<file path="config.mk">
export PLATFORM = sky130hd
export DESIGN_NAME = cvxif_issue_arb_flat
export DESIGN_NICKNAME = d
export VERILOG_FILES = /design/src/rtl/cvxif_issue_arb_if.sv /design/src/rtl/cvxif_issue_arb.sv /design/src/flat_wrapper.sv
export SDC_FILE = /design/constraint.sdc
export NUM_CORES = 1
export LEC_CHECK = 0
export ABC_AREA = 1
export ABC_CLOCK_PERIOD_IN_PS = 4200
export BUFFER_PORTS_ARGS = -buffer_cell sky130_fd_sc_hd__buf_4
export CORE_MARGIN = 2
export CORE_UTILIZATION = 48
export CTS_CLUSTER_SIZE = 30
export DETAILED_ROUTE_END_ITERATION = 12
export PLACE_DENSITY_LB_ADDON = 0.25
export SYNTH_ARGS = -nofsm -noshare
export SYNTH_HDL_FRONTEND = slang
export SYNTH_SLANG_ARGS = --single-unit
</file>
<file path="constraint.sdc">
create_clock -name clk_i -period 4.2 [get_ports clk_i]
set_input_delay 0.84 -clock clk_i [delete_from_list [all_inputs] [get_ports clk_i]]
set_output_delay 0.84 -clock clk_i [all_outputs]
set_load 0.02 [all_outputs]
</file>
<file path="src/rtl/cvxif_issue_arb_if.sv">
// rtl/cvxif_issue_arb_if.sv - requester and CV-X-IF issue/result signal bundle for the issue arbiter
interface cvxif_issue_arb_if #(
   parameter int unsigned NR_REQ          = 2,
   parameter int unsigned TRANS_ID_BITS   = 3,
   parameter int unsigned MAX_OUTSTANDING = 4
);
   localparam int unsigned IDX_W = (NR_REQ > 1) ? $clog2(NR_REQ) : 1;
   localparam int unsigned CNT_W = $clog2(MAX_OUTSTANDING + 1);

   // requester side
   logic [NR_REQ-1:0]                    req_valid_i;
   logic [NR_REQ-1:0]                    req_ready_o;
   logic [NR_REQ-1:0][31:0]              req_instr_i;
   logic [NR_REQ-1:0][TRANS_ID_BITS-1:0] req_id_i;

   // coprocessor issue side
   logic                     x_issue_valid_o;
   logic                     x_issue_ready_i;
   logic                     x_issue_accept_i;
   logic [31:0]              x_issue_instr_o;
   logic [TRANS_ID_BITS-1:0] x_issue_id_o;

   // coprocessor result side
   logic                     x_result_valid_i;
   logic [TRANS_ID_BITS-1:0] x_result_id_i;
   logic [IDX_W-1:0]         result_owner_o;

   // reject reporting, occupancy and flush
   logic                     reject_valid_o;
   logic [TRANS_ID_BITS-1:0] reject_id_o;
   logic [31:0]              reject_instr_o;
   logic [CNT_W-1:0]         outstanding_o;
   logic                     flush_i;

   // arbiter side
   modport master (
      input  req_valid_i, req_instr_i, req_id_i,
      input  x_issue_ready_i, x_issue_accept_i,
      input  x_result_valid_i, x_result_id_i, flush_i,
      output req_ready_o, x_issue_valid_o, x_issue_instr_o, x_issue_id_o,
      output result_owner_o, reject_valid_o, reject_id_o, reject_instr_o,
      output outstanding_o
   );

   // requesters plus coprocessor
   modport slave (
      output req_valid_i, req_instr_i, req_id_i,
      output x_issue_ready_i, x_issue_accept_i,
      output x_result_valid_i, x_result_id_i, flush_i,
      input  req_ready_o, x_issue_valid_o, x_issue_instr_o, x_issue_id_o,
      input  result_owner_o, reject_valid_o, reject_id_o, reject_instr_o,
      input  outstanding_o
   );
endinterface

</file>
<file path="src/rtl/cvxif_issue_arb.sv">
// rtl/cvxif_issue_arb.sv - round-robin arbiter sharing one CV-X-IF issue port among NR_REQ requesters
module cvxif_issue_arb #(
   parameter int unsigned NR_REQ          = 2,
   parameter int unsigned TRANS_ID_BITS   = 3,
   parameter int unsigned MAX_OUTSTANDING = 4
) (
   input  logic              clk_i,
   input  logic              rst_ni,
   cvxif_issue_arb_if.master bus
);
   localparam int unsigned IDX_W  = (NR_REQ > 1) ? $clog2(NR_REQ) : 1;
   localparam int unsigned CNT_W  = $clog2(MAX_OUTSTANDING + 1);
   localparam int unsigned NR_IDS = 1 << TRANS_ID_BITS;

   localparam logic [CNT_W-1:0] CNT_MAX  = CNT_W'(MAX_OUTSTANDING);
   localparam logic [IDX_W-1:0] LAST_RST = IDX_W'(NR_REQ - 1);

   // registered state
   logic [IDX_W-1:0]         last_grant_q, last_grant_d;
   logic                     lock_q, lock_d;
   logic [IDX_W-1:0]         lock_idx_q, lock_idx_d;
   logic [CNT_W-1:0]         cnt_q, cnt_d;
   logic [IDX_W-1:0]         owner_q [NR_IDS];
   logic [IDX_W-1:0]         owner_d [NR_IDS];
   logic                     rej_valid_q, rej_valid_d;
   logic [TRANS_ID_BITS-1:0] rej_id_q, rej_id_d;
   logic [31:0]              rej_instr_q, rej_instr_d;

   // combinational arbitration signals
   int unsigned              rr_cand;
   logic                     rr_found;
   logic [IDX_W-1:0]         rr_idx;
   logic [IDX_W-1:0]         grant_idx;
   logic                     any_valid;
   logic                     full;
   logic                     issue_valid;
   logic                     handshake;
   logic                     accepted;
   logic                     rejected;
   logic                     retire;
   logic                     show_reject;
   logic [31:0]              issue_instr;
   logic [TRANS_ID_BITS-1:0] issue_id;

   // Round-robin search: first valid requester starting just after the last granted one
   always_comb begin
      rr_found = 1'b0;
      rr_idx   = '0;
      rr_cand  = 0;
      for (int unsigned k = 1; k <= NR_REQ; k++) begin
         rr_cand = 32'(last_grant_q) + k;
         if (rr_cand >= NR_REQ) begin
            rr_cand = rr_cand - NR_REQ;
         end
         if (!rr_found && bus.req_valid_i[IDX_W'(rr_cand)]) begin
            rr_found = 1'b1;
            rr_idx   = IDX_W'(rr_cand);
         end
      end
   end

   // Grant selection, issue qualification and handshake classification
   always_comb begin
      any_valid   = |bus.req_valid_i;
      full        = (cnt_q == CNT_MAX);
      // A stalled offload keeps its slot so the coprocessor sees a stable request
      grant_idx   = (lock_q && bus.req_valid_i[lock_idx_q]) ? lock_idx_q : rr_idx;
      // Reset and flush both hide the request so no handshake can be counted
      issue_valid = rst_ni && !bus.flush_i && any_valid && !full;
      handshake   = issue_valid && bus.x_issue_ready_i;
      accepted    = handshake && bus.x_issue_accept_i;
      rejected    = handshake && !bus.x_issue_accept_i;
      retire      = bus.x_result_valid_i && (cnt_q != '0);
      issue_instr = '0;
      issue_id    = '0;
      if (issue_valid) begin
         issue_instr = bus.req_instr_i[grant_idx];
         issue_id    = bus.req_id_i[grant_idx];
      end
   end

   // Output drive: everything idles at zero when not qualified
   always_comb begin
      bus.x_issue_valid_o = issue_valid;
      bus.x_issue_instr_o = issue_instr;
      bus.x_issue_id_o    = issue_id;
      bus.req_ready_o     = '0;
      if (handshake) begin
         bus.req_ready_o[grant_idx] = 1'b1;
      end
      bus.result_owner_o = '0;
      if (rst_ni && bus.x_result_valid_i) begin
         bus.result_owner_o = owner_q[bus.x_result_id_i];
      end
      // A flush arriving while the reject pulse is due cancels that pulse
      show_reject        = rej_valid_q && !bus.flush_i;
      bus.reject_valid_o = show_reject;
      bus.reject_id_o    = show_reject ? rej_id_q    : '0;
      bus.reject_instr_o = show_reject ? rej_instr_q : '0;
      bus.outstanding_o  = cnt_q;
   end

   // Next-state: grant history, lock, outstanding count, owner table, reject capture
   always_comb begin
      last_grant_d = last_grant_q;
      if (handshake) begin
         last_grant_d = grant_idx;
      end

      lock_d     = issue_valid && !bus.x_issue_ready_i;
      lock_idx_d = lock_d ? grant_idx : '0;

      // Simultaneous issue and retire cancel out; full blocks issue so no overflow
      cnt_d = cnt_q;
      if (accepted && !retire) begin
         cnt_d = cnt_q + CNT_W'(1);
      end else if (!accepted && retire) begin
         cnt_d = cnt_q - CNT_W'(1);
      end

      owner_d = owner_q;
      if (accepted) begin
         owner_d[issue_id] = grant_idx;
      end

      rej_valid_d = rejected;
      rej_id_d    = rejected ? issue_id    : '0;
      rej_instr_d = rejected ? issue_instr : '0;
   end

   // State registers, cleared asynchronously
   always_ff @(posedge clk_i or negedge rst_ni) begin
      if (!rst_ni) begin
         last_grant_q <= LAST_RST;
         lock_q       <= 1'b0;
         lock_idx_q   <= '0;
         cnt_q        <= '0;
         for (int i = 0; i < NR_IDS; i++) begin
            owner_q[i] <= '0;
         end
         rej_valid_q  <= 1'b0;
         rej_id_q     <= '0;
         rej_instr_q  <= '0;
      end else begin
         last_grant_q <= last_grant_d;
         lock_q       <= lock_d;
         lock_idx_q   <= lock_idx_d;
         cnt_q        <= cnt_d;
         owner_q      <= owner_d;
         rej_valid_q  <= rej_valid_d;
         rej_id_q     <= rej_id_d;
         rej_instr_q  <= rej_instr_d;
      end
   end
endmodule
</file>
<file path="src/flat_wrapper.sv">
// flat-port wrapper written by rule: the top's interface ports become plain ports
module cvxif_issue_arb_flat 
#(
   parameter int unsigned NR_REQ          = 2,
   parameter int unsigned TRANS_ID_BITS   = 3,
   parameter int unsigned MAX_OUTSTANDING = 4
)
  (clk_i, rst_ni, bus_req_valid_i, bus_req_instr_i, bus_req_id_i, bus_x_issue_ready_i, bus_x_issue_accept_i, bus_x_result_valid_i, bus_x_result_id_i, bus_flush_i, bus_req_ready_o, bus_x_issue_valid_o, bus_x_issue_instr_o, bus_x_issue_id_o, bus_result_owner_o, bus_reject_valid_o, bus_reject_id_o, bus_reject_instr_o, bus_outstanding_o);
  cvxif_issue_arb_if #(.NR_REQ(NR_REQ), .TRANS_ID_BITS(TRANS_ID_BITS), .MAX_OUTSTANDING(MAX_OUTSTANDING)) bus_i ();
  input  logic clk_i;
  input  logic rst_ni;
  input wire logic [$bits(bus_i.req_valid_i)-1:0] bus_req_valid_i;
  input wire logic [$bits(bus_i.req_instr_i)-1:0] bus_req_instr_i;
  input wire logic [$bits(bus_i.req_id_i)-1:0] bus_req_id_i;
  input wire logic [$bits(bus_i.x_issue_ready_i)-1:0] bus_x_issue_ready_i;
  input wire logic [$bits(bus_i.x_issue_accept_i)-1:0] bus_x_issue_accept_i;
  input wire logic [$bits(bus_i.x_result_valid_i)-1:0] bus_x_result_valid_i;
  input wire logic [$bits(bus_i.x_result_id_i)-1:0] bus_x_result_id_i;
  input wire logic [$bits(bus_i.flush_i)-1:0] bus_flush_i;
  output wire logic [$bits(bus_i.req_ready_o)-1:0] bus_req_ready_o;
  output wire logic [$bits(bus_i.x_issue_valid_o)-1:0] bus_x_issue_valid_o;
  output wire logic [$bits(bus_i.x_issue_instr_o)-1:0] bus_x_issue_instr_o;
  output wire logic [$bits(bus_i.x_issue_id_o)-1:0] bus_x_issue_id_o;
  output wire logic [$bits(bus_i.result_owner_o)-1:0] bus_result_owner_o;
  output wire logic [$bits(bus_i.reject_valid_o)-1:0] bus_reject_valid_o;
  output wire logic [$bits(bus_i.reject_id_o)-1:0] bus_reject_id_o;
  output wire logic [$bits(bus_i.reject_instr_o)-1:0] bus_reject_instr_o;
  output wire logic [$bits(bus_i.outstanding_o)-1:0] bus_outstanding_o;
  assign bus_i.req_valid_i = bus_req_valid_i;
  assign bus_i.req_instr_i = bus_req_instr_i;
  assign bus_i.req_id_i = bus_req_id_i;
  assign bus_i.x_issue_ready_i = bus_x_issue_ready_i;
  assign bus_i.x_issue_accept_i = bus_x_issue_accept_i;
  assign bus_i.x_result_valid_i = bus_x_result_valid_i;
  assign bus_i.x_result_id_i = bus_x_result_id_i;
  assign bus_i.flush_i = bus_flush_i;
  assign bus_req_ready_o = bus_i.req_ready_o;
  assign bus_x_issue_valid_o = bus_i.x_issue_valid_o;
  assign bus_x_issue_instr_o = bus_i.x_issue_instr_o;
  assign bus_x_issue_id_o = bus_i.x_issue_id_o;
  assign bus_result_owner_o = bus_i.result_owner_o;
  assign bus_reject_valid_o = bus_i.reject_valid_o;
  assign bus_reject_id_o = bus_i.reject_id_o;
  assign bus_reject_instr_o = bus_i.reject_instr_o;
  assign bus_outstanding_o = bus_i.outstanding_o;
  cvxif_issue_arb #(.NR_REQ(NR_REQ), .TRANS_ID_BITS(TRANS_ID_BITS), .MAX_OUTSTANDING(MAX_OUTSTANDING)) u_core (.clk_i(clk_i), .rst_ni(rst_ni), .bus(bus_i));
endmodule
</file>
; After elaboration in Yosys (flattened, before gate mapping)
; Cells that the tools add are included.
[classes]
magnitude_cmp = 10
reduce_logical = 26
n_mux = 35
addsub = 6
n_eq_ne = 1
n_bitwise = 2
[op_table]
columns = cell, count
row1 = $mux 32, 5
row2 = $mux 3, 7
row3 = $mux 1, 18
row4 = $logic_and 1x1->1, 16
row5 = $bwmux 8, 1
row6 = $ge 4x4->1 const B, 2
row7 = $lt 1x2->1 const B, 4
row8 = $not 3->4, 2
row9 = $logic_not 1->1, 7
row10 = $lt 4x1->1 const B, 1
row11 = $add 1x2->3 const B, 1
row12 = $add 3x1->3 const B, 1
row13 = $bmux 1 s3, 1
row14 = $demux 1 s3, 1
row15 = $eq 3x3->1 const B, 1
row16 = $ge 3x2->1 const B, 1
row17 = $reduce_bool 3->1, 1
row18 = $sub 3x1->3 const B, 1
row19 = $add 1x1->2 const B, 1
row20 = $ge 2x2->1 const B, 1
row21 = $mux 2, 1
row22 = $reduce_bool 2->1, 1
row23 = $reduce_or 2->1, 1
row24 = $sub 1x1->1 const B, 2
row25 = other kinds (2), 2
[word_totals]
ff_bits = 50
output_inout_bits = 78
input_bits = 81
word_cells = 95

; Longest topological paths before layout
; Gate-level depths: netlist of the first run.
[depth]
word_depth = 19
depth_mapped = 12
mapped_depth_nobuf = 12

; Worst setup path before layout of the first run
; No wires, ideal clock.
[synth_path]
path_type = input port to output port
from = in bus_flush_i
to = out bus_x_issue_instr_o[25]
setup_slack_ns = 1.488
required_ns = 3.360
path_buffers = 2
arrival_ns = 1.872
stages = 8
cell_sequence = inv_1 -> nand2_1 -> nor2_1 -> and2_4 -> buf_6 -> buf_4 -> o21ai_0 -> nor2_1
[synth_via]
elab_chain_len = 5
[synth_rtl]
columns = item, line_no
row1 = "start, declared", flat_wrapper.sv:19  ; input wire logic [$bits(bus_i.flush_i)-1:0] bus_flush_i;
row2 = $logic_not 1->1, cvxif_issue_arb.sv:69  ; issue_valid = rst_ni && !bus.flush_i && any_valid && !full;
row3 = $logic_and 1x1->1 (3 in a row), cvxif_issue_arb.sv:69
row4 = via bus_x_issue_valid_o, flat_wrapper.sv:21  ; output wire logic [$bits(bus_i.x_issue_valid_o)-1:0] bus_x_issue_valid_o;
row5 = $mux 32, cvxif_issue_arb.sv:76  ; if (issue_valid) begin
row6 = "end, declared", flat_wrapper.sv:22  ; output wire logic [$bits(bus_i.x_issue_instr_o)-1:0] bus_x_issue_instr_o;
; The timed path passes the listed nets, and every way through them passes these cells.

; Final worst setup path of the first run
[layout_path]
from = in bus_flush_i
to = out bus_reject_instr_o[2]
[layout_via]
elab_chain_len = 3
[layout_rtl]
columns = item, line_no
row1 = $logic_not 1->1, cvxif_issue_arb.sv:96  ; show_reject = rej_valid_q && !bus.flush_i;
row2 = $logic_and 1x1->1, cvxif_issue_arb.sv:96
row3 = $mux 32, cvxif_issue_arb.sv:99  ; bus.reject_instr_o = show_reject ? rej_instr_q : '0;
row4 = "end, declared", flat_wrapper.sv:27  ; output wire logic [$bits(bus_i.reject_instr_o)-1:0] bus_reject_instr_o;
; No other way between the ends.

==> results of run 1 <==
cells in the mapped netlist:
library cell	number	area [sq um]
a211oi_1	1	7.510
a21oi_1	3	15.01
and2_4	1	8.760
buf_2	9	45.04
buf_4	1	7.510
buf_6	1	11.26
clkbuf_1	7	26.28
dfrtp_1	49	1226
dfstp_2	1	26.28
fa_1	1	20.02
ha_1	1	12.51
inv_1	54	202.7
inv_2	2	7.510
mux2_2	1	11.26
nand2_1	32	120.1
nand2_2	2	12.51
nand3_1	10	50.05
nand3_2	2	20.02
nand3_4	1	17.52
nand4_1	3	18.77
nor2_1	116	435.4
nor2_2	2	12.51
nor2_4	3	33.78
nor3_1	34	170.2
o21ai_0	34	170.2
o21ai_1	5	25.02
o21bai_1	1	7.510
o221ai_1	1	8.760
o31ai_1	1	7.510
xnor2_1	2	17.52
layout make-up:
class	instances	area, sq um
clock buffer	5	68.82
clock inverter	3	25.02
fill	431	1475
inverter	56	210.2
multi-input combinational	257	1202
sequential	50	1252
tap	72	90.09
timing repair buffer	162	1216
sequential cells by signal (all words and copies together), names as in the netlist:
signal	flops
u_core.lock_idx_q	1
u_core.owner_q	8
u_core.last_grant_q	1
u_core.rej_instr_q	32
u_core.rej_valid_q	1
u_core.lock_q	1
u_core.bus.outstanding_o	3
u_core.rej_id_q	3
cell families after synthesis:
family / count (synthesis)
AO/OA/AOI/OAI: 46
adder cells (fa/ha/maj): 2
XOR/XNOR: 2
buffers and inverters: 74
flip-flops: 50
AND/OR/NAND/NOR: 206
multiplexers: 1
metal layers:
metal | part of all wire | up-vias | global-route usage
met3 | 0.082 | 20 | 0.06448
met5 | 0 | - | 0
met1 | 0.39 | 1374 | 0.3104
met2 | 0.50 | 124 | 0.4563
met4 | 0.029 | 0 | 0.1034
li1 | - | 1489 | -
how the worst max path moves through the flow:
| stage | to | startpoint | depth (start not counted) | slack (ns) |
|---|---|---|---|---|
| floorplan | bus_x_issue_instr_o[25] | bus_flush_i | 8 | 1.49 |
| finish | bus_reject_instr_o[2] | bus_flush_i | 6 | 1.17 |
| detailed placement | u_core.bus.outstanding_o[2]$_DFFE_PN0P_ | bus_flush_i | 13 | 1.08 |
| global route | bus_reject_instr_o[2] | bus_flush_i | 6 | 1.03 |
| global placement | u_core.bus.outstanding_o[2]$_DFFE_PN0P_ | bus_flush_i | 13 | 1.17 |
| CTS | bus_reject_instr_o[2] | bus_flush_i | 6 | 1.17 |
per-stage QoR:
step | utilization | power [W] | hold WS, ns | setup slack [ns]
after floorplan | - | 0.0007966 | 0.4363 | 1.488
after global placement | 0.7168 | 0.0009632 | 0.4541 | 1.174
after detailed placement | 0.7168 | 0.0009825 | 0.4624 | 1.085
after CTS | 0.7337 | 0.001267 | 0.4785 | 1.172
after global routing | 0.7337 | 0.001332 | 0.4940 | 1.034
final | 0.7337 | 0.001260 | 0.4775 | 1.174
power by group:
group / internal [W] / switching, W
Sequential: 0.000514 / 0.0000296
Combinational: 0.000176 / 0.000252
Clock: 0.000120 / 0.000167
tightest hold or removal path, stage by stage, from the launching register on:
cell and delay, ns:
dfstp_2 0.38, inv_2 0.05, a21oi_1 0.05
==> key figures, run 1 <==
Floorplanning
  – Die X-Extent: 79.76 microns
  – Core box area: 0.005540 sq mm
  – Initial Utilization: 0.4973
  – Die height: 79.76 microns
  – IO Count: 159
  – Core Rows: 27
  – Die Footprint: 0.006362 sq mm

Logic synthesis
  – Post-Syn Area: 0.002755 sq mm
  – Post-Synthesis Net Count: 464
  – Flop and latch count out of synthesis: 50
  – Mux contribution to synthesized area: 0.004087
  – Syn Area/Cell: 7.231 sq um
  – Synth Area in Adders: 0.01181
  – Cells after synthesis: 381
  – Synth Area in XOR/XNOR: 0.006358
  – Register area share after synthesis: 0.4546
  – Distinct cell type count after synthesis: 30
  – Post-synthesis compound-gate area fraction: 0.08765
  – Yosys Warn Count: 0
  – Simple-Gate Fraction of Synth Area: 0.3265
  – Largest family of logic cells by synthesized area: simple AND/OR/NAND/NOR gates

Global routing
  – Vias in the first global route: 2852
  – Initial antenna violation count: 0
  – Overflow after GRT: 0
  – First-pass GRT wire length: 13.03 mm
  – Largest net degree at the start of global routing: 52
  – GRT Util Overall: 0.2619

Hold path
  – Min-Delay Path Class: reg2reg
  – WHS Endpoint: u_core.last_grant_q$_DFFE_PN1N_
  – WHS Path Cells: 2
  – HP Start: u_core.last_grant_q$_DFFE_PN1N_

Setup path
  – Reg2reg setup slack: 1.68 ns
  – CP cell instances: buf_4, inv_1, nand2_1, buf_4, nor2_1, buf_4
  – Crit-path slowest cell: nand2_1
  – Required time of the critical path: 3.36 ns
  – RR Endpoint: u_core.bus.outstanding_o[2]$_DFFE_PN0P_
  – Worst-path maximum fanout: 27
  – Crit-path max cell delay: 0.48 ns
  – Startpoint types: input pin
  – R2R depth: 11
  – Crit-path leading delay family: buffers and inverters
  – Worst R2R Start: u_core.bus.outstanding_o[0]$_DFFE_PN0P_
  – Crit path buffers/inverters: 4
  – Top cell by count, worst path: buf_4
  – WS Path Type: in2out
  – Endpoint class of the critical path: output port
  – CP arrival: 2.19 ns

Clock network
  – Clk buf depth: 2
  – TritonCTS Sinks: 50
  – Post_cts resized: 0
  – CTS tree: yes
  – Clk root buf: clkbuf_8
  – Clock transition at path regs: 0.10 ns
  – Cts bufs inserted: 5
  – CTS Hold Buffers Added: 0
  – Clk_lat worst skew: 0.32 ns
  – H-tree depth: 2
  – Post-CTS Setup Bufs: 0

Timing
  – Final number of max-transition violations: 0
  – Fmax: 0.3305 GHz
  – Sum Neg Setup Slack: 0 ns
  – Hold Fails Final Rpt: 0
  – Setup Skew: 0.01590 ns
  – Worst-Margin Slew: 0.8703 ns
  – Relative slew slack: 0.4184
  – RSZ-0062 raised after global routing: no
  – Setup-failing EPs final: 0
  – Period utilization: 0.7204
  – Fin crit period: 3.026 ns

Run status
  – Outcome: complete, no violations

Power
  – PwrDens: 309.9 mW/mm^2
  – Maximum VDD drop: 0.2200 mV
  – Static Leak: 2.053 nW

Finish
  – Commonest non-fill, non-tap cell in the layout: buf_4
  – Share of layout cells above drive strength 1: 0.3471
  – Antenna cell count: 0
  – Final Net Count: 615
  – Area delta synth->final: 47.55%
  – Commonest non-fill, non-tap cells in the layout: 162 x buf_4, 116 x nor2_1, 54 x inv_1, 49 x dfrtp_1
  – Design area: 0.004065 sq mm
  – Post-Layout Cell Count: 605

Place
  – Port Buffer Count: 158
  – Inst Count DP: 597
  – RePlAce Congestion: 0.8508
  – DP Area: 0.003971 sq mm
  – Hpwl dp: 6.125 mm

Flow run
  – Max-cap violation count: 0

Detailed routing
  – Drt total wl: 8.192 mm
  – First-pass DRT Iterations: 5
  – Post-route ant nets: 0
  – Vias post-DR: 3007
  – Drt drc: 0
  – Initial drt markers: 175
  – Via density: 4.970
  – Drt wl/cell: 13.54 microns
No activity file was read; power rests on OpenSTA's default activity.
==> run 2: changes to the inputs <==
ABC_AREA = 0   (was 1)
ABC_CLOCK_PERIOD_IN_PS = 2990   (was 4200)
CORE_UTILIZATION = 44   (was 48)
clock period = 2.99 ns   (was 4.2 ns; I/O delays follow)
==> key figures, run 2 <==
Global routing
  – GRT Util Overall: 0.2234 (was 0.2619)
  – Overflow after GRT: 0 (unchanged)
  – Initial antenna violation count: 0 (unchanged)
  – First-pass GRT wire length: 11.34 mm (was 13.03 mm)
  – Largest net degree at the start of global routing: 52 (unchanged)
  – Vias in the first global route: 2433 (was 2852)

Setup path
  – Crit-path leading delay family: flip-flops (was buffers and inverters)
  – WS Path Type: reg2out (was in2out)
  – Required time of the critical path: 2.39 ns (was 3.36 ns)
  – CP cell instances: nand2b_1, a21bo_2, nand2_2, buf_4, mux2i_1, nor2_1, buf_4 (was buf_4, inv_1, nand2_1, buf_4, nor2_1, buf_4)
  – Crit-path max cell delay: 0.54 ns (was 0.48 ns)
  – Crit path buffers/inverters: 2 (was 4)
  – Worst-path maximum fanout: 18 (was 27)
  – Crit-path slowest cell: dfstp_2 (was nand2_1)
  – Top cell by count, worst path: buf_4 (unchanged)
  – Endpoint class of the critical path: output port (unchanged)
  – CP arrival: 2.17 ns (was 2.19 ns)
  – Startpoint types: flip-flop (was input pin)

Logic synthesis
  – Register area share after synthesis: 0.4604 (was 0.4546)
  – Yosys Warn Count: 0 (unchanged)
  – Synth cell count leaders: 81 x nor2_1, 49 x dfrtp_1, 36 x and2_1, 34 x mux2i_1 (was 116 x nor2_1, 54 x inv_1, 49 x dfrtp_1, 34 x nor3_1, 34 x o21ai_0)
  – Syn Area/Cell: 9.511 sq um (was 7.231 sq um)
  – Cells after synthesis: 286 (was 381)
  – Most used standard cell by instance count after synthesis: nor2_1 (unchanged)
  – Number of synthesized flops with an enable pin: 0 (unchanged)
  – Flop and latch count out of synthesis: 50 (unchanged)
  – Distinct cell type count after synthesis: 45 (was 30)
  – Share of the synthesized area in the top cell type: 0.4508 (was 0.4450)
  – Post-Synthesis Net Count: 369 (was 464)
  – Synth top area cells: dfrtp_1 45%, mux2i_1 13%, nor2_1 11% (was dfrtp_1 45%, nor2_1 16%, inv_1 7.4%)
  – Predominant post-synthesis flop cell: dfrtp_1 (unchanged)
  – Post-synth ARST share: 1.000 (unchanged)
  – Post-Syn Area: 0.002720 sq mm (was 0.002755 sq mm)
  – Synth area leader: dfrtp_1 (unchanged)

Detailed routing
  – Initial drt markers: 168 (was 175)
  – Vias post-DR: 2616 (was 3007)
  – Via density: 5.050 (was 4.970)
  – Post-route ant nets: 0 (unchanged)
  – Drt total wl: 7.788 mm (was 8.192 mm)
  – Met2 WL: 4.018 mm (was 4.060 mm)
  – Met3 wire length: 661 microns (was 674 microns)
  – Drt drc: 0 (unchanged)
  – Highest metal used: met4 (unchanged)
  – Drt wl/cell: 15.03 microns (was 13.54 microns)
  – First-pass DRT Iterations: 4 (was 5)
  – Routed length on met1: 2.923 mm (was 3.218 mm)

Clock network
  – Post-CTS Setup Bufs: 0 (unchanged)
  – Clk root buf: clkbuf_8 (unchanged)
  – Clk buf depth: 2 (unchanged)
  – H-tree depth: 2 (unchanged)
  – CTS Hold Buffers Added: 0 (unchanged)
  – TritonCTS Sinks: 50 (unchanged)
  – Post_cts resized: 0 (unchanged)
  – Clock transition at path regs: 0.09 ns (was 0.10 ns)
  – Cts bufs inserted: 5 (unchanged)
  – Clk_lat worst skew: 0.31 ns (was 0.32 ns)
  – CTS tree: yes (unchanged)

Timing
  – Setup Skew: 0.007786 ns (was 0.01590 ns)
  – Final number of max-transition violations: 0 (unchanged)
  – Setup WS post-layout: 0.2242 ns (was 1.174 ns)
  – Fmax: 0.3616 GHz
  – Hold Fails Final Rpt: 0 (unchanged)
  – Relative slew slack: 0.5729 (was 0.4184)
  – Worst-Margin Slew: 0.6407 ns (was 0.8703 ns)
  – RSZ-0062 raised after global routing: no (unchanged)
  – Period utilization: 0.9250
  – Setup-failing EPs final: 0 (unchanged)
  – Fin crit period: 2.766 ns
  – Sum Neg Setup Slack: 0 ns (unchanged)

Finish
  – Post-Layout Cell Count: 518 (was 605)
  – Antenna cell count: 0 (unchanged)
  – Final Net Count: 525 (was 615)
  – Max reg flops: 32 (unchanged)
  – Area delta synth->final: 49.40% (was 47.55%)
  – Commonest non-fill, non-tap cells in the layout: 164 x buf_4, 81 x nor2_1, 49 x dfrtp_1, 36 x and2_1, 34 x mux2i_1 (was 162 x buf_4, 116 x nor2_1, 54 x inv_1, 49 x dfrtp_1)
  – Core Util, Final: 0.6824 (was 0.7337)
  – Top reg by flops: u_core.rej_instr_q (unchanged)
  – Top Registers: u_core.rej_instr_q x32, u_core.owner_q x8 (unchanged)
  – Commonest non-fill, non-tap cell in the layout: buf_4 (unchanged)
  – Share of layout cells above drive strength 1: 0.4153 (was 0.3471)

Power
  – Cell-internal power: 0.001262 W (was 0.0008105 W)
  – Maximum VDD drop: 0.3081 mV (was 0.2200 mV)
  – Gate power share: 0.324 (was 0.340)
  – Static Leak: 2.204 nW (was 2.053 nW)
  – Switching Power: 0.0005912 W (was 0.0004492 W)
  – Part of the power in registers: 0.420 (was 0.432)
  – Clock share of power: 0.256 (was 0.228)
  – Switch share: 0.3190 (was 0.3566)
  – Power Total: 0.001853 W (was 0.001260 W)
  – PwrDens: 456.1 mW/mm^2 (was 309.9 mW/mm^2)

Floorplanning
  – Die Footprint: 0.006827 sq mm (was 0.006362 sq mm)
  – IO Count: 159 (unchanged)
  – Initial Utilization: 0.4567 (was 0.4973)
  – Die height: 82.63 microns (was 79.76 microns)
  – Core box area: 0.005956 sq mm (was 0.005540 sq mm)
  – Core Rows: 28 (was 27)
  – Die X-Extent: 82.63 microns (was 79.76 microns)

Place
  – Hpwl dp: 5.987 mm (was 6.125 mm)
  – Dpl ws: 0.2899 ns (was 1.085 ns)
  – Port Buffer Count: 158 (unchanged)
  – Inst Count DP: 510 (was 597)
  – RePlAce Congestion: 0.9538 (was 0.8508)

Flow run
  – Max-cap violation count: 0 (unchanged)

Hold path
  – Min-Delay Path Class: in2async (was reg2reg)

Run status
  – Outcome: complete, no violations (unchanged)
[run 2: path summary, 6_finish.rpt]
kind | cells after the start | from | endpoint | slack [ns]
min in group clk_i | 2 | bus_x_issue_ready_i | u_core.lock_q$_DFF_PN0_ | 0.49
setup / recovery | 7 | u_core.last_grant_q$_DFFE_PN1N_ | bus_x_issue_instr_o[18] | 0.22
setup reg to reg | 11 | u_core.bus.outstanding_o[2]$_DFFE_PN0P_ | u_core.bus.outstanding_o[2]$_DFFE_PN0P_ | 0.56
hold reg to reg | 1 | u_core.last_grant_q$_DFFE_PN1N_ | u_core.last_grant_q$_DFFE_PN1N_ | 0.51
max in group asynchronous | 2 | rst_ni | u_core.rej_instr_q[28]$_DFF_PN0_ | 2.12
hold / removal | 2 | rst_ni | u_core.rej_instr_q[30]$_DFF_PN0_ | 0.43
[run 2: worst register-to-register path, cell delays in order, from the launching register on]
cell,delay (ns)
dfrtp_1,0.42
nor3b_1,0.16
or3_4,0.39
inv_2,0.08
nand3_2,0.10
clkinv_2,0.13
ha_1,0.20
inv_1,0.07
fa_1,0.38
xor2_1,0.15
nor2_1,0.11
xor2_1,0.17
[run 2: power groups by stage]
stage	logic [W]	clock network, W	registers [W]
2_1_floorplan	0.000325	0	0.000806
3_3_place_gp	0.000582	0	0.000789
3_5_place_dp	0.000605	0	0.000792
4_1_cts	0.000606	0.000490	0.000779
5_1_grt	0.000654	0.000520	0.000786
6_report	0.000600	0.000475	0.000778
[run 2: metrics by stage]
| step | hold slack [ns] | instance area [sq um] |
|---|---|---|
| after floorplan | 0.3024 | 2720 |
| after global placement | 0.4755 | 3954 |
| after detailed placement | 0.4971 | 3954 |
| after CTS | 0.4537 | 4064 |
| after global routing | 0.4846 | 4064 |
| final | 0.4305 | 4064 |
[run 2: metal layers]
layer / GRT usage / vias up
li1: - / 1253
met1: 0.2684 / 1223
met2: 0.3798 / 124
met3: 0.06087 / 16
met4: 0.08852 / 0
met5: 0 / -
[run 2: logic make-up after synthesis]
| family | synth area share |
|---|---|
| simple gates | 0.2447 |
| fa+ha+maj | 0.01196 |
| buf+inv | 0.04967 |
| xor+xnor | 0.009661 |
| mux | 0.1458 |
| compound gates | 0.07774 |
| flops | 0.4604 |
[run 2: area by class of cell]
type / count / area (sq um)
fillers: 510 / 1892
multi-input cells: 211 / 1338
flip-flops and latches: 50 / 1252
repair buffers: 164 / 1231
well taps: 75 / 93.84
clock buffers: 6 / 72.57
inverters: 10 / 38.79
clock inverters: 2 / 37.54
==> run 3: changes to the inputs <==
ABC_CLOCK_PERIOD_IN_PS = 2500   (was 2990)
CORE_UTILIZATION = 40   (was 44)
clock period = 2.5 ns   (was 2.99 ns; I/O delays follow)
==> key figures, run 3 (synthesis gave the netlist of run 2 again) <==
Run status
  – Outcome: complete, no violations (unchanged)

Clock network
  – Clock transition at path regs: 0.09 ns (about the same)
  – Cts bufs inserted: 5 (unchanged)
  – Clk buf depth: 2 (unchanged)
  – CTS Hold Buffers Added: 0 (unchanged)
  – Clk_lat worst skew: 0.30 ns (was 0.31 ns)
  – H-tree depth: 2 (unchanged)
  – CTS tree: yes (unchanged)
  – TritonCTS Sinks: 50 (unchanged)
  – Clk root buf: clkbuf_8 (unchanged)

Setup path
  – Reg2reg setup slack: 0.13 ns (was 0.56 ns)
  – R2R depth: 11 (unchanged)
  – Worst-path maximum fanout: 6 (was 18)
  – Crit path from: u_core.last_grant_q$_DFFE_PN1N_ (unchanged)
  – Worst R2R Start: u_core.bus.outstanding_o[2]$_DFFE_PN0P_ (unchanged)
  – CP arrival: 1.97 ns (was 2.17 ns)
  – Startpoint types: flip-flop (unchanged)
  – CP Capture Point: bus_x_issue_instr_o[12] (was bus_x_issue_instr_o[18])
  – WS Path Type: reg2out (unchanged)
  – RR Endpoint: u_core.bus.outstanding_o[2]$_DFFE_PN0P_ (unchanged)
  – Endpoint class of the critical path: output port (unchanged)
  – Required time of the critical path: 2.00 ns (was 2.39 ns)

Global routing
  – Largest net degree at the start of global routing: 52 (unchanged)
  – Overflow after GRT: 0 (unchanged)
  – First-pass GRT wire length: 12.45 mm (was 11.34 mm)
  – Vias in the first global route: 2543 (was 2433)
  – GRT Util Overall: 0.2114 (was 0.2234)
  – Initial antenna violation count: 0 (unchanged)

Finish
  – Top reg by flops: u_core.rej_instr_q (unchanged)
  – Antenna cell count: 0 (unchanged)
  – Post-Layout Cell Count: 539 (was 518)
  – Max reg flops: 32 (unchanged)
  – Area occupied by multi-input gates: 0.001583 sq mm (was 0.001338 sq mm)
  – Commonest non-fill, non-tap cells in the layout: 172 x buf_4, 80 x nor2_1, 49 x dfrtp_1, 36 x and2_1, 14 x mux2i_2 (was 164 x buf_4, 81 x nor2_1, 49 x dfrtp_1, 36 x and2_1, 34 x mux2i_1)
  – Share of layout cells above drive strength 1: 0.4989 (was 0.4153)
  – Reg area: 0.001252 sq mm (unchanged)
  – Area delta synth->final: 66.65% (was 49.40%)
  – Fillers: 538 (was 510)
  – Commonest non-fill, non-tap cell in the layout: buf_4 (unchanged)
  – Top Registers: u_core.rej_instr_q x32, u_core.owner_q x8 (unchanged)
  – Final Net Count: 542 (was 525)

Power
  – Maximum VDD drop: 0.2183 mV (was 0.3081 mV)
  – Gate power share: 0.413 (was 0.324)
  – Clock share of power: 0.192 (was 0.256)
  – Switching Power: 0.0007674 W (was 0.0005912 W)
  – Static Leak: 2.281 nW (was 2.204 nW)
  – Part of the power in registers: 0.396 (was 0.420)
  – Cell-internal power: 0.001570 W (was 0.001262 W)
  – Switch share: 0.3283 (was 0.3190)
  – PwrDens: 515.7 mW/mm^2 (was 456.1 mW/mm^2)

Detailed routing
  – Drt total wl: 8.346 mm (was 7.788 mm)
  – Drt wl/cell: 15.48 microns (was 15.03 microns)
  – First-pass DRT Iterations: 4 (unchanged)
  – Post-route ant nets: 0 (unchanged)
  – Via density: 4.950 (was 5.050)
  – Vias post-DR: 2668 (was 2616)
  – Initial drt markers: 157 (was 168)
  – Drt drc: 0 (unchanged)

Hold path
  – Min-Delay Path Class: in2async (unchanged)

Floorplanning
  – Die Footprint: 0.007476 sq mm (was 0.006827 sq mm)
  – Core box area: 0.006681 sq mm (was 0.005956 sq mm)
  – IO Count: 159 (unchanged)
  – Die height: 86.47 microns (was 82.63 microns)
  – Die X-Extent: 86.47 microns (was 82.63 microns)
  – Initial Utilization: 0.4071 (was 0.4567)
  – Core Rows: 30 (was 28)

Timing
  – Setup Skew: 0.007497 ns (was 0.007786 ns)
  – Fmax: 0.4053 GHz
  – Fin crit period: 2.467 ns
  – Hold Fails Final Rpt: 0 (unchanged)
  – Hold Slack: 0.3077 ns (was 0.4305 ns)
  – Final number of max-transition violations: 0 (unchanged)
  – Relative slew slack: 0.5757 (was 0.5729)
  – Period utilization: 0.9870
  – RSZ-0062 raised after global routing: yes (was no)
  – Worst-Margin Slew: 0.6364 ns (was 0.6407 ns)
  – Setup-failing EPs final: 0 (unchanged)

Flow run
  – Max-cap violation count: 0 (unchanged)

Place
  – Hpwl dp: 5.756 mm (was 5.987 mm)
  – Port Buffer Count: 158 (unchanged)
  – Inst Count DP: 518 (was 510)
  – RePlAce Congestion: 0.8565 (was 0.9538)
## run 3: changes by cell type in the layout (fill, tap and decap cells not counted), sizes merged
cell / previous run / this run
buf: 164 / 179
bufinv: 1 / 0
clkbuf: 6 / 8
## run 3: how the worst min path moves through the flow
stage                                        from                                       to  slack, ns
floorplan                                  rst_ni  u_core.bus.outstanding_o[0]$_DFFE_PN0P_       0.20
global route                               rst_ni         u_core.rej_instr_q[25]$_DFF_PN0_       0.36
CTS                                        rst_ni         u_core.rej_instr_q[25]$_DFF_PN0_       0.34
global placement    u_core.owner_q[7]$_DFFE_PN0P_            u_core.owner_q[7]$_DFFE_PN0P_       0.48
finish                                     rst_ni             u_core.rej_id_q[1]$_DFF_PN0_       0.31
detailed placement  u_core.owner_q[7]$_DFFE_PN0P_            u_core.owner_q[7]$_DFFE_PN0P_       0.49
## run 3: critical path, stage by stage (launching register included)
cell and delay, ns:
dfstp_2 0.56, nand2b_4 0.06, a21bo_4 0.24, nand2_8 0.13, clkbuf_16 0.17, mux2i_2 0.27
nor2_1 0.07, buf_4 0.16
## run 3: power groups by stage
| stage | clock network [W] | registers (W) | logic (W) |
|---|---|---|---|
| after floorplan | 0 | 0.000965 | 0.000389 |
| after global placement | 0 | 0.000932 | 0.000735 |
| after detailed placement | 0 | 0.000937 | 0.000749 |
| after CTS | 0.000467 | 0.000922 | 0.000839 |
| after global routing | 0.000490 | 0.000933 | 0.00103 |
| final | 0.000448 | 0.000925 | 0.000965 |
## run 3: cell type report
class	instances	share of cell area
Tap cell	80	0.02208
Clock buffer	6	0.01601
Timing Repair Buffer	181	0.3262
Sequential cell	50	0.2763
Inverter	10	0.008556
Clock inverter	1	0.001656
Multi-Input combinational cell	211	0.3492
## run 3: metal layers
layer,vias to the layer above,share of wire,track usage
met4,0,0.0055,0.04261
met2,98,0.54,0.3671
met1,1273,0.39,0.2775
met3,4,0.061,0.03905
li1,1293,-,-
met5,-,0,0
## run 3: repair_timing
item / in CTS / in global routing
cloned: 2 / 2
setup buffers: 4 / 6
resized for setup: 17 / 35
pin swaps: 1 / 3
endpoints found under the setup margin: 33 / 27
## run 3: through the flow
| step | total power (W) | setup TNS (ns) | utilization | cell area, sq um | setup WS [ns] |
|---|---|---|---|---|---|
| final | 0.002338 | 0 | 0.6785 | 4533 | 0.03254 |
| after global routing | 0.002457 | -0.1915 | 0.6785 | 4533 | -0.02864 |
| after CTS | 0.002228 | -0.8480 | 0.6369 | 4255 | -0.06361 |
| after detailed placement | 0.001686 | 0 | 0.5998 | 4008 | 0.004684 |
| after global placement | 0.001667 | 0 | 0.5998 | 4008 | 0.06369 |
| after floorplan | 0.001353 | 0 | - | 2720 | 0.09263 |
